--- config.mk ---
export PLATFORM = sky130hd
export DESIGN_NAME = ramfifo_ctrl_multi_flat
export DESIGN_NICKNAME = d
export VERILOG_FILES = /design/src/rtl/ramfifo_ctrl_multi_pkg.sv /design/src/rtl/ramfifo_ctrl_multi_if.sv /design/src/rtl/ramfifo_vc_ptr.sv /design/src/rtl/ramfifo_ctrl_multi.sv /design/src/flat_wrapper.sv
export SDC_FILE = /design/constraint.sdc
export NUM_CORES = 1
export LEC_CHECK = 0
export BUFFER_PORTS_ARGS = -buffer_cell sky130_fd_sc_hd__clkbuf_2
export CELL_PAD_IN_SITES_DETAIL_PLACEMENT = 1
export CELL_PAD_IN_SITES_GLOBAL_PLACEMENT = 1
export CORE_ASPECT_RATIO = 1.4
export CORE_MARGIN = 2
export CORE_UTILIZATION = 40
export DETAILED_ROUTE_END_ITERATION = 16
export PLACE_DENSITY = 0.72
export SYNTH_ARGS = -nofsm -noshare
export SYNTH_HDL_FRONTEND = slang
export SYNTH_SLANG_ARGS = --single-unit
--- constraint.sdc ---
create_clock -name clock -period 3.9 [get_ports clock]
set_clock_uncertainty 0.05 [all_clocks]
set_input_delay 0 -clock clock [delete_from_list [all_inputs] [get_ports clock]]
set_output_delay 0 -clock clock [all_outputs]
set_load 0.1 [all_outputs]
--- src/rtl/ramfifo_ctrl_multi_pkg.sv ---
// Shared constants and the RAM address helper for the multi-channel FIFO control.
package ramfifo_ctrl_multi_pkg;
  localparam int LOG_DEP_DEF = 6;
  localparam int LOG_NVC_DEF = 1;
  localparam int DEPTH       = 1 << LOG_DEP_DEF;
  localparam int NUM_VC      = 1 << LOG_NVC_DEF;
  localparam int CNT_W       = LOG_DEP_DEF + 1;

  // Build {vc, ptr}: channel number in the upper bits, pointer in the low log_dep bits.
  // Callers cast the result down to their address width.
  function automatic logic [31:0] vc_addr(input logic [31:0] vc, input logic [31:0] ptr,
                                          input int log_dep);
    return (vc << log_dep) | ptr;
  endfunction
endpackage

--- src/rtl/ramfifo_ctrl_multi_if.sv ---
// Request/status bundle between port logic and the shared-RAM FIFO control.
interface ramfifo_ctrl_multi_if #(
  parameter int LOG_DEP = 6,
  parameter int LOG_NVC = 1
);
  localparam int NVC = 1 << LOG_NVC;
  localparam int CW  = LOG_DEP + 1;
  localparam int AW  = LOG_NVC + LOG_DEP;

  logic               enable;
  logic               write;
  logic [LOG_NVC-1:0] write_vc;
  logic               read;
  logic [LOG_NVC-1:0] read_vc;
  logic [NVC-1:0]     flush;
  logic [NVC-1:0]     full;
  logic [NVC-1:0]     empty;
  logic [NVC-1:0]     almost_full;
  logic [NVC*CW-1:0]  count;
  logic               ram_wen;
  logic [AW-1:0]      ram_waddr;
  logic [AW-1:0]      ram_raddr;
  logic [AW-1:0]      ram_raddr_next;

  modport master (
    output enable, write, write_vc, read, read_vc, flush,
    input  full, empty, almost_full, count, ram_wen, ram_waddr, ram_raddr, ram_raddr_next
  );
  modport slave (
    input  enable, write, write_vc, read, read_vc, flush,
    output full, empty, almost_full, count, ram_wen, ram_waddr, ram_raddr, ram_raddr_next
  );
endinterface

--- src/rtl/ramfifo_vc_ptr.sv ---
// One channel's head/tail/occupancy counters and the flags decoded from them.
module ramfifo_vc_ptr #(
  parameter int LOG_DEP   = 6,
  parameter int AF_MARGIN = 2
) (
  input  logic               clock,
  input  logic               reset,
  input  logic               inc_head,
  input  logic               inc_tail,
  input  logic               flush,
  output logic [LOG_DEP-1:0] head,
  output logic [LOG_DEP-1:0] tail,
  output logic [LOG_DEP:0]   count,
  output logic               full,
  output logic               empty,
  output logic               almost_full
);
  localparam int CW = LOG_DEP + 1;
  localparam logic [CW-1:0] DEPTH_C = CW'(1 << LOG_DEP);
  localparam logic [CW-1:0] AF_TH   = CW'((1 << LOG_DEP) - AF_MARGIN);

  // Flush beats any same-cycle read/write; simultaneous read+write leaves count alone.
  always_ff @(posedge clock or posedge reset) begin
    if (reset) begin
      head  <= '0;
      tail  <= '0;
      count <= '0;
    end else if (flush) begin
      head  <= '0;
      tail  <= '0;
      count <= '0;
    end else begin
      if (inc_head) head <= head + LOG_DEP'(1);
      if (inc_tail) tail <= tail + LOG_DEP'(1);
      if (inc_tail && !inc_head)      count <= count + CW'(1);
      else if (inc_head && !inc_tail) count <= count - CW'(1);
    end
  end

  assign full        = (count == DEPTH_C);
  assign empty       = (count == '0);
  assign almost_full = (count >= AF_TH);
endmodule

--- src/rtl/ramfifo_ctrl_multi.sv ---
// Accept logic and RAM address muxing over NUM_VC per-channel pointer blocks.
module ramfifo_ctrl_multi
  import ramfifo_ctrl_multi_pkg::*;
#(
  parameter int WIDTH     = 36,
  parameter int LOG_DEP   = LOG_DEP_DEF,
  parameter int LOG_NVC   = LOG_NVC_DEF,
  parameter int AF_MARGIN = 2
) (
  input logic clock,
  input logic reset,
  ramfifo_ctrl_multi_if.slave bus
);
  localparam int NVC = 1 << LOG_NVC;
  localparam int CW  = LOG_DEP + 1;
  localparam int AW  = LOG_NVC + LOG_DEP;

  // WIDTH only sizes the attached RAM; reject nonsense parameter sets at elaboration.
  if (WIDTH < 1 || AF_MARGIN < 0 || AF_MARGIN > (1 << LOG_DEP)) begin : g_bad_param
    $error("ramfifo_ctrl_multi: illegal WIDTH or AF_MARGIN");
  end

  logic [NVC-1:0][LOG_DEP-1:0] head, tail;
  logic [NVC-1:0][CW-1:0]      cnt;
  logic [NVC-1:0]              full, empty, afull, inc_head, inc_tail;
  logic                        valid_read, valid_write;
  logic [LOG_DEP-1:0]          head_nxt;

  // A full channel still takes a write when the same channel is read this cycle.
  always_comb begin
    valid_read  = bus.enable & bus.read & ~empty[bus.read_vc];
    valid_write = bus.enable & bus.write &
                  (~full[bus.write_vc] | (valid_read & (bus.read_vc == bus.write_vc)));
    inc_head = '0;
    inc_tail = '0;
    inc_head[bus.read_vc]  = valid_read;
    inc_tail[bus.write_vc] = valid_write;
  end

  for (genvar i = 0; i < NVC; i++) begin : g_vc
    ramfifo_vc_ptr #(.LOG_DEP(LOG_DEP), .AF_MARGIN(AF_MARGIN)) u_ptr (
      .clock       (clock),
      .reset       (reset),
      .inc_head    (inc_head[i]),
      .inc_tail    (inc_tail[i]),
      .flush       (bus.flush[i]),
      .head        (head[i]),
      .tail        (tail[i]),
      .count       (cnt[i]),
      .full        (full[i]),
      .empty       (empty[i]),
      .almost_full (afull[i])
    );
  end

  // RAM pins are combinational from the request and current pointers.
  always_comb begin
    head_nxt           = head[bus.read_vc] + LOG_DEP'(1);
    bus.ram_wen        = valid_write;
    bus.ram_waddr      = AW'(vc_addr(32'(bus.write_vc), 32'(tail[bus.write_vc]), LOG_DEP));
    bus.ram_raddr      = AW'(vc_addr(32'(bus.read_vc), 32'(head[bus.read_vc]), LOG_DEP));
    bus.ram_raddr_next = AW'(vc_addr(32'(bus.read_vc), 32'(head_nxt), LOG_DEP));
  end

  assign bus.full        = full;
  assign bus.empty       = empty;
  assign bus.almost_full = afull;
  assign bus.count       = cnt;
endmodule

--- src/flat_wrapper.sv ---
// flat-port wrapper written by rule: the top's interface ports become plain ports
module ramfifo_ctrl_multi_flat import ramfifo_ctrl_multi_pkg::*;
#(
  parameter int WIDTH     = 36,
  parameter int LOG_DEP   = LOG_DEP_DEF,
  parameter int LOG_NVC   = LOG_NVC_DEF,
  parameter int AF_MARGIN = 2
)
  (clock, reset, bus_enable, bus_write, bus_write_vc, bus_read, bus_read_vc, bus_flush, bus_full, bus_empty, bus_almost_full, bus_count, bus_ram_wen, bus_ram_waddr, bus_ram_raddr, bus_ram_raddr_next);
  ramfifo_ctrl_multi_if #(.LOG_DEP(LOG_DEP), .LOG_NVC(LOG_NVC)) bus_i ();
  input logic clock;
  input logic reset;
  input wire logic [$bits(bus_i.enable)-1:0] bus_enable;
  input wire logic [$bits(bus_i.write)-1:0] bus_write;
  input wire logic [$bits(bus_i.write_vc)-1:0] bus_write_vc;
  input wire logic [$bits(bus_i.read)-1:0] bus_read;
  input wire logic [$bits(bus_i.read_vc)-1:0] bus_read_vc;
  input wire logic [$bits(bus_i.flush)-1:0] bus_flush;
  output wire logic [$bits(bus_i.full)-1:0] bus_full;
  output wire logic [$bits(bus_i.empty)-1:0] bus_empty;
  output wire logic [$bits(bus_i.almost_full)-1:0] bus_almost_full;
  output wire logic [$bits(bus_i.count)-1:0] bus_count;
  output wire logic [$bits(bus_i.ram_wen)-1:0] bus_ram_wen;
  output wire logic [$bits(bus_i.ram_waddr)-1:0] bus_ram_waddr;
  output wire logic [$bits(bus_i.ram_raddr)-1:0] bus_ram_raddr;
  output wire logic [$bits(bus_i.ram_raddr_next)-1:0] bus_ram_raddr_next;
  assign bus_i.enable = bus_enable;
  assign bus_i.write = bus_write;
  assign bus_i.write_vc = bus_write_vc;
  assign bus_i.read = bus_read;
  assign bus_i.read_vc = bus_read_vc;
  assign bus_i.flush = bus_flush;
  assign bus_full = bus_i.full;
  assign bus_empty = bus_i.empty;
  assign bus_almost_full = bus_i.almost_full;
  assign bus_count = bus_i.count;
  assign bus_ram_wen = bus_i.ram_wen;
  assign bus_ram_waddr = bus_i.ram_waddr;
  assign bus_ram_raddr = bus_i.ram_raddr;
  assign bus_ram_raddr_next = bus_i.ram_raddr_next;
  ramfifo_ctrl_multi #(.WIDTH(WIDTH), .LOG_DEP(LOG_DEP), .LOG_NVC(LOG_NVC), .AF_MARGIN(AF_MARGIN)) u_core (.clock(clock), .reset(reset), .bus(bus_i));
endmodule
==> summary.md <==
| Metric | Value |
|---|---|
| Post-Synth XOR/XNOR Area | 9.62% |
| Row cnt | 36 |
| Antenna-violating nets left | 0 |
| Top-count cell post-synth | nor2_1 |
| Post-synth net total | 320 |
| Post-synth EDFFs | 0 |
| Main synth FF type | dfrtp_1 |
| Final core utilization | 47.1% |
| Dominant cell type by area after synthesis | dfrtp_1 |
| WS Path Type | reg2reg |
| Worst path cell trace | nor4_4, a31oi_2, or3_1, fa_1, a211oi_1, o21ai_0, a21oi_1, mux2i_1, nand4_1 |
| Insertion delay to the later sink of the worst-skew pair | 0.29 ns |
| Max_slew headroom | 46.9% |
| CTS tree | done |
| First drt pass iteration count | 4 |
| Fill cells | between 800 and 900 |
| Routability-driven placement congestion ratio | 0.879 |
| Vias in the first global route | 2434 |
| Critical Path RT | 4.01 ns |
| Setup ws final | around 0.57 ns |
| CP Capture Type | flop |
| I/O pins | 51 |
| Die height | 103 µm |
| Setup_tns | 0 ns |
| Share of post-route cells with drive strength above 1 | 24.0% |
| Final worst path period share | between 80% and 90% |
| Hold Crit Start | bus_flush[0] |
| Reg2Reg Depth | 9 |
| CTS root buf | clkbuf_8 |
| Die area | 7750 µm² |
| Setup crit start kind | flop |
| Share of the synthesized area in the top cell type | 33.7% |
| Hold depth | 2 |
| Core area | 6890 µm² |
| Sink Count | 38 |
| H-Tree Depth | 2 |
| Worst path bufs/invs | 0 |
| Largest family of logic cells by synthesized area | simple AND/OR/NAND/NOR gates |
| Min Hold Slack | 0.136 ns |
| Flop2flop setup slack | 0.57 ns |
| I/O Buffers | 50 |
| Yosys cell types | 54 |
| Global-route wire length before repair | 11200 µm |
| Average routed wire per standard cell | 15.7 µm |
| Die Wd | roughly 75 µm |
| Drt total wl | 6770 µm |
| Area contributors post-synth | dfrtp_1 (34%), ha_1 (6.7%), nor2_1 (6.0%), xor2_1 (5.6%), mux2i_1 (5.0%) |
| Area Overhead vs Synth | 15.0% |
| Initial Utilization | around 40% |
| Clock Path Buffers | 2 |
| Min cycle time layout | around 3.3 ns |
| Post-Syn Area | 2820 µm² |
| Max Clk Rate | 0.300 GHz |
| Drt drc | 0 |
| Sequential area share after synthesis | 33.7% |
| Async SR Flop Fraction | 100% |
| Gr ovfl total | 0 |
| Vias | 2357 |
| Slowest CP cell | or3_1 |
| Worst EP arrival | 3.44 ns |
| Via density | 5.46 |
| Diodes inserted | 0 |
| Synth Area in Simple Gates | 20.8% |
| Syn_area_per_cell | 9.60 µm² |
| Final Setup Violations | 0 |
| Slew Limit Fails | 0 |
| VDD IR max | approximately 0.51 mV |
| Reg-to-reg critical path startpoint | u_core.g_vc[0].u_ptr.count[3] |
| Iter 0 DRT Violations | 48 |
| Mapped Cells | 294 |
| CP Launch Point | u_core.g_vc[0].u_ptr.count[3] |
| Outcome | finished clean |
| Initial antenna violation count | 0 |
| Seq cells post-synth | 38 |
| Final HPWL DP | a little over 5000 µm |
| Worst Hold Endpoint | u_core.g_vc[0].u_ptr.count[5] |
| Crit-path max FO | 7 |
| TritonCTS Buffers | 5 |
| RR Endpoint | u_core.g_vc[0].u_ptr.count[6] |
| Overall routing resource usage | 18.6% |
| Worst slack at placement | 0.584 ns |
| Worst-path clk slew | 0.08 ns |
| Crit-path leading delay family | simple AND/OR/NAND/NOR gates |
| Largest net degree at the start of global routing | 39 |
| Pleak | 1.62 nW |
| CP peak stage delay | 0.55 ns |
| Warning count from the yosys run | 0 |
| NumNets Final | between 300 and 400 |
| Post-synthesis adder-cell area fraction | around 8.1% |
| Hold violation total from the final report | 0 |
| Mux contribution to synthesized area | 9.76% |
| Pwr dens | 712 nW/µm² |
| Slew @ Worst Pin | 0.789 ns |
| Number of gates resized after CTS | 0 |
| Top post-synthesis cells by count | nor2_1 (45), dfrtp_1 (38), xor2_1 (18) |
| Max-cap violations | 0 |
| Compound-Gate Fraction of Synth Area | 13.1% |
| RSZ-0062 raised after global routing | no |
| Hold Crit Class | in2reg |
## layout by cell type (no fill, tap or decap), drive strengths merged, types with 2 or more instances in the layout
| cell | synthesis | routed |
|---|---|---|
| xnor2 | 13 | 13 |
| nor3 | 3 | 3 |
| and3 | 8 | 8 |
| inv | 9 | 9 |
| a21o | 5 | 5 |
| mux2 | 10 | 10 |
| or3 | 2 | 2 |
| nor4 | 3 | 3 |
| nand4 | 10 | 10 |
| clkbuf | 5 | 56 |
| a211oi | 7 | 7 |
| nand3 | 7 | 7 |
| a31oi | 3 | 3 |
| xor2 | 18 | 18 |
| a21oi | 9 | 9 |
| o21ai | 9 | 9 |
| ha | 15 | 15 |
| bufinv | 0 | 2 |
| nand2b | 4 | 4 |
| a41oi | 3 | 3 |
| mux2i | 15 | 15 |
| fa | 2 | 2 |
| a311oi | 2 | 2 |
| or4 | 2 | 2 |
| nor2 | 45 | 45 |
| nand3b | 2 | 2 |
| nand2 | 16 | 16 |
| dfrtp | 38 | 38 |
| and3b | 2 | 2 |
## per-stage QoR
stage / instance area (µm²) / power [mW] / instances
final: 3250 / 2.31 / 432
after global routing: 3250 / 2.44 / 432
after CTS: 3250 / 2.33 / 432
after detailed placement: 3090 / 1.91 / 423
after global placement: 3090 / 1.89 / 423
after floorplan: 2820 / 1.73 / 294
## repair_timing
item	4_1_cts	5_1_grt
hold endpoints to repair	38	0
hold buffers	1	0
buffers inserted	0	0
## how the worst max path moves through the flow
stage / to / slack (ns) / cells past startpoint
floorplan: u_core.g_vc[0].u_ptr.count[6] / 0.43 / 9
global placement: u_core.g_vc[0].u_ptr.count[6] / 0.70 / 9
detailed placement: u_core.g_vc[0].u_ptr.count[6] / 0.58 / 9
CTS: u_core.g_vc[0].u_ptr.count[6] / 0.56 / 9
global route: u_core.g_vc[1].u_ptr.count[5] / 0.36 / 10
finish: u_core.g_vc[0].u_ptr.count[6] / 0.57 / 9
## state kept, by name, summed over array words and instances, names as in the netlist
name and count:
u_core.g_vc.u_ptr.tail 12, u_core.g_vc.u_ptr.head 12, u_core.g_vc.u_ptr.count 14
## layer usage
layer | routed length, µm | vias up | global-route usage [%]
met5 | 0 | - | 0
met4 | 96 | 0 | 5.63
met3 | 237 | 7 | 3.10
met2 | 3630 | 39 | 34.8
met1 | 2810 | 1186 | 21.1
li1 | - | 1125 | -
## kinds of logic after synthesis
group,count (synthesis)
flops,38
xor+xnor,31
buf+inv,26
mux,25
fa+ha+maj,17
compound gates,47
simple gates,110
## where the power goes
group / total (mW) / switching, mW / internal (mW)
clock: 0.417 / 0.144 / 0.273
sequential: 0.531 / 0.0934 / 0.438
combinational: 1.36 / 1.02 / 0.339
## layout make-up
| class | instances | area, µm² | area share, % |
|---|---|---|---|
| sequential | 38 | 951 | 29.3 |
| clock buffer | 6 | 82.6 | 2.54 |
| tap | 95 | 119 | 3.66 |
| multi-input combinational | 230 | 1730 | 53.4 |
| timing repair buffer | 52 | 268 | 8.25 |
| clock inverter | 2 | 60.1 | 1.85 |
| inverter | 9 | 33.8 | 1.04 |
No activity file was read; power rests on OpenSTA's default activity.
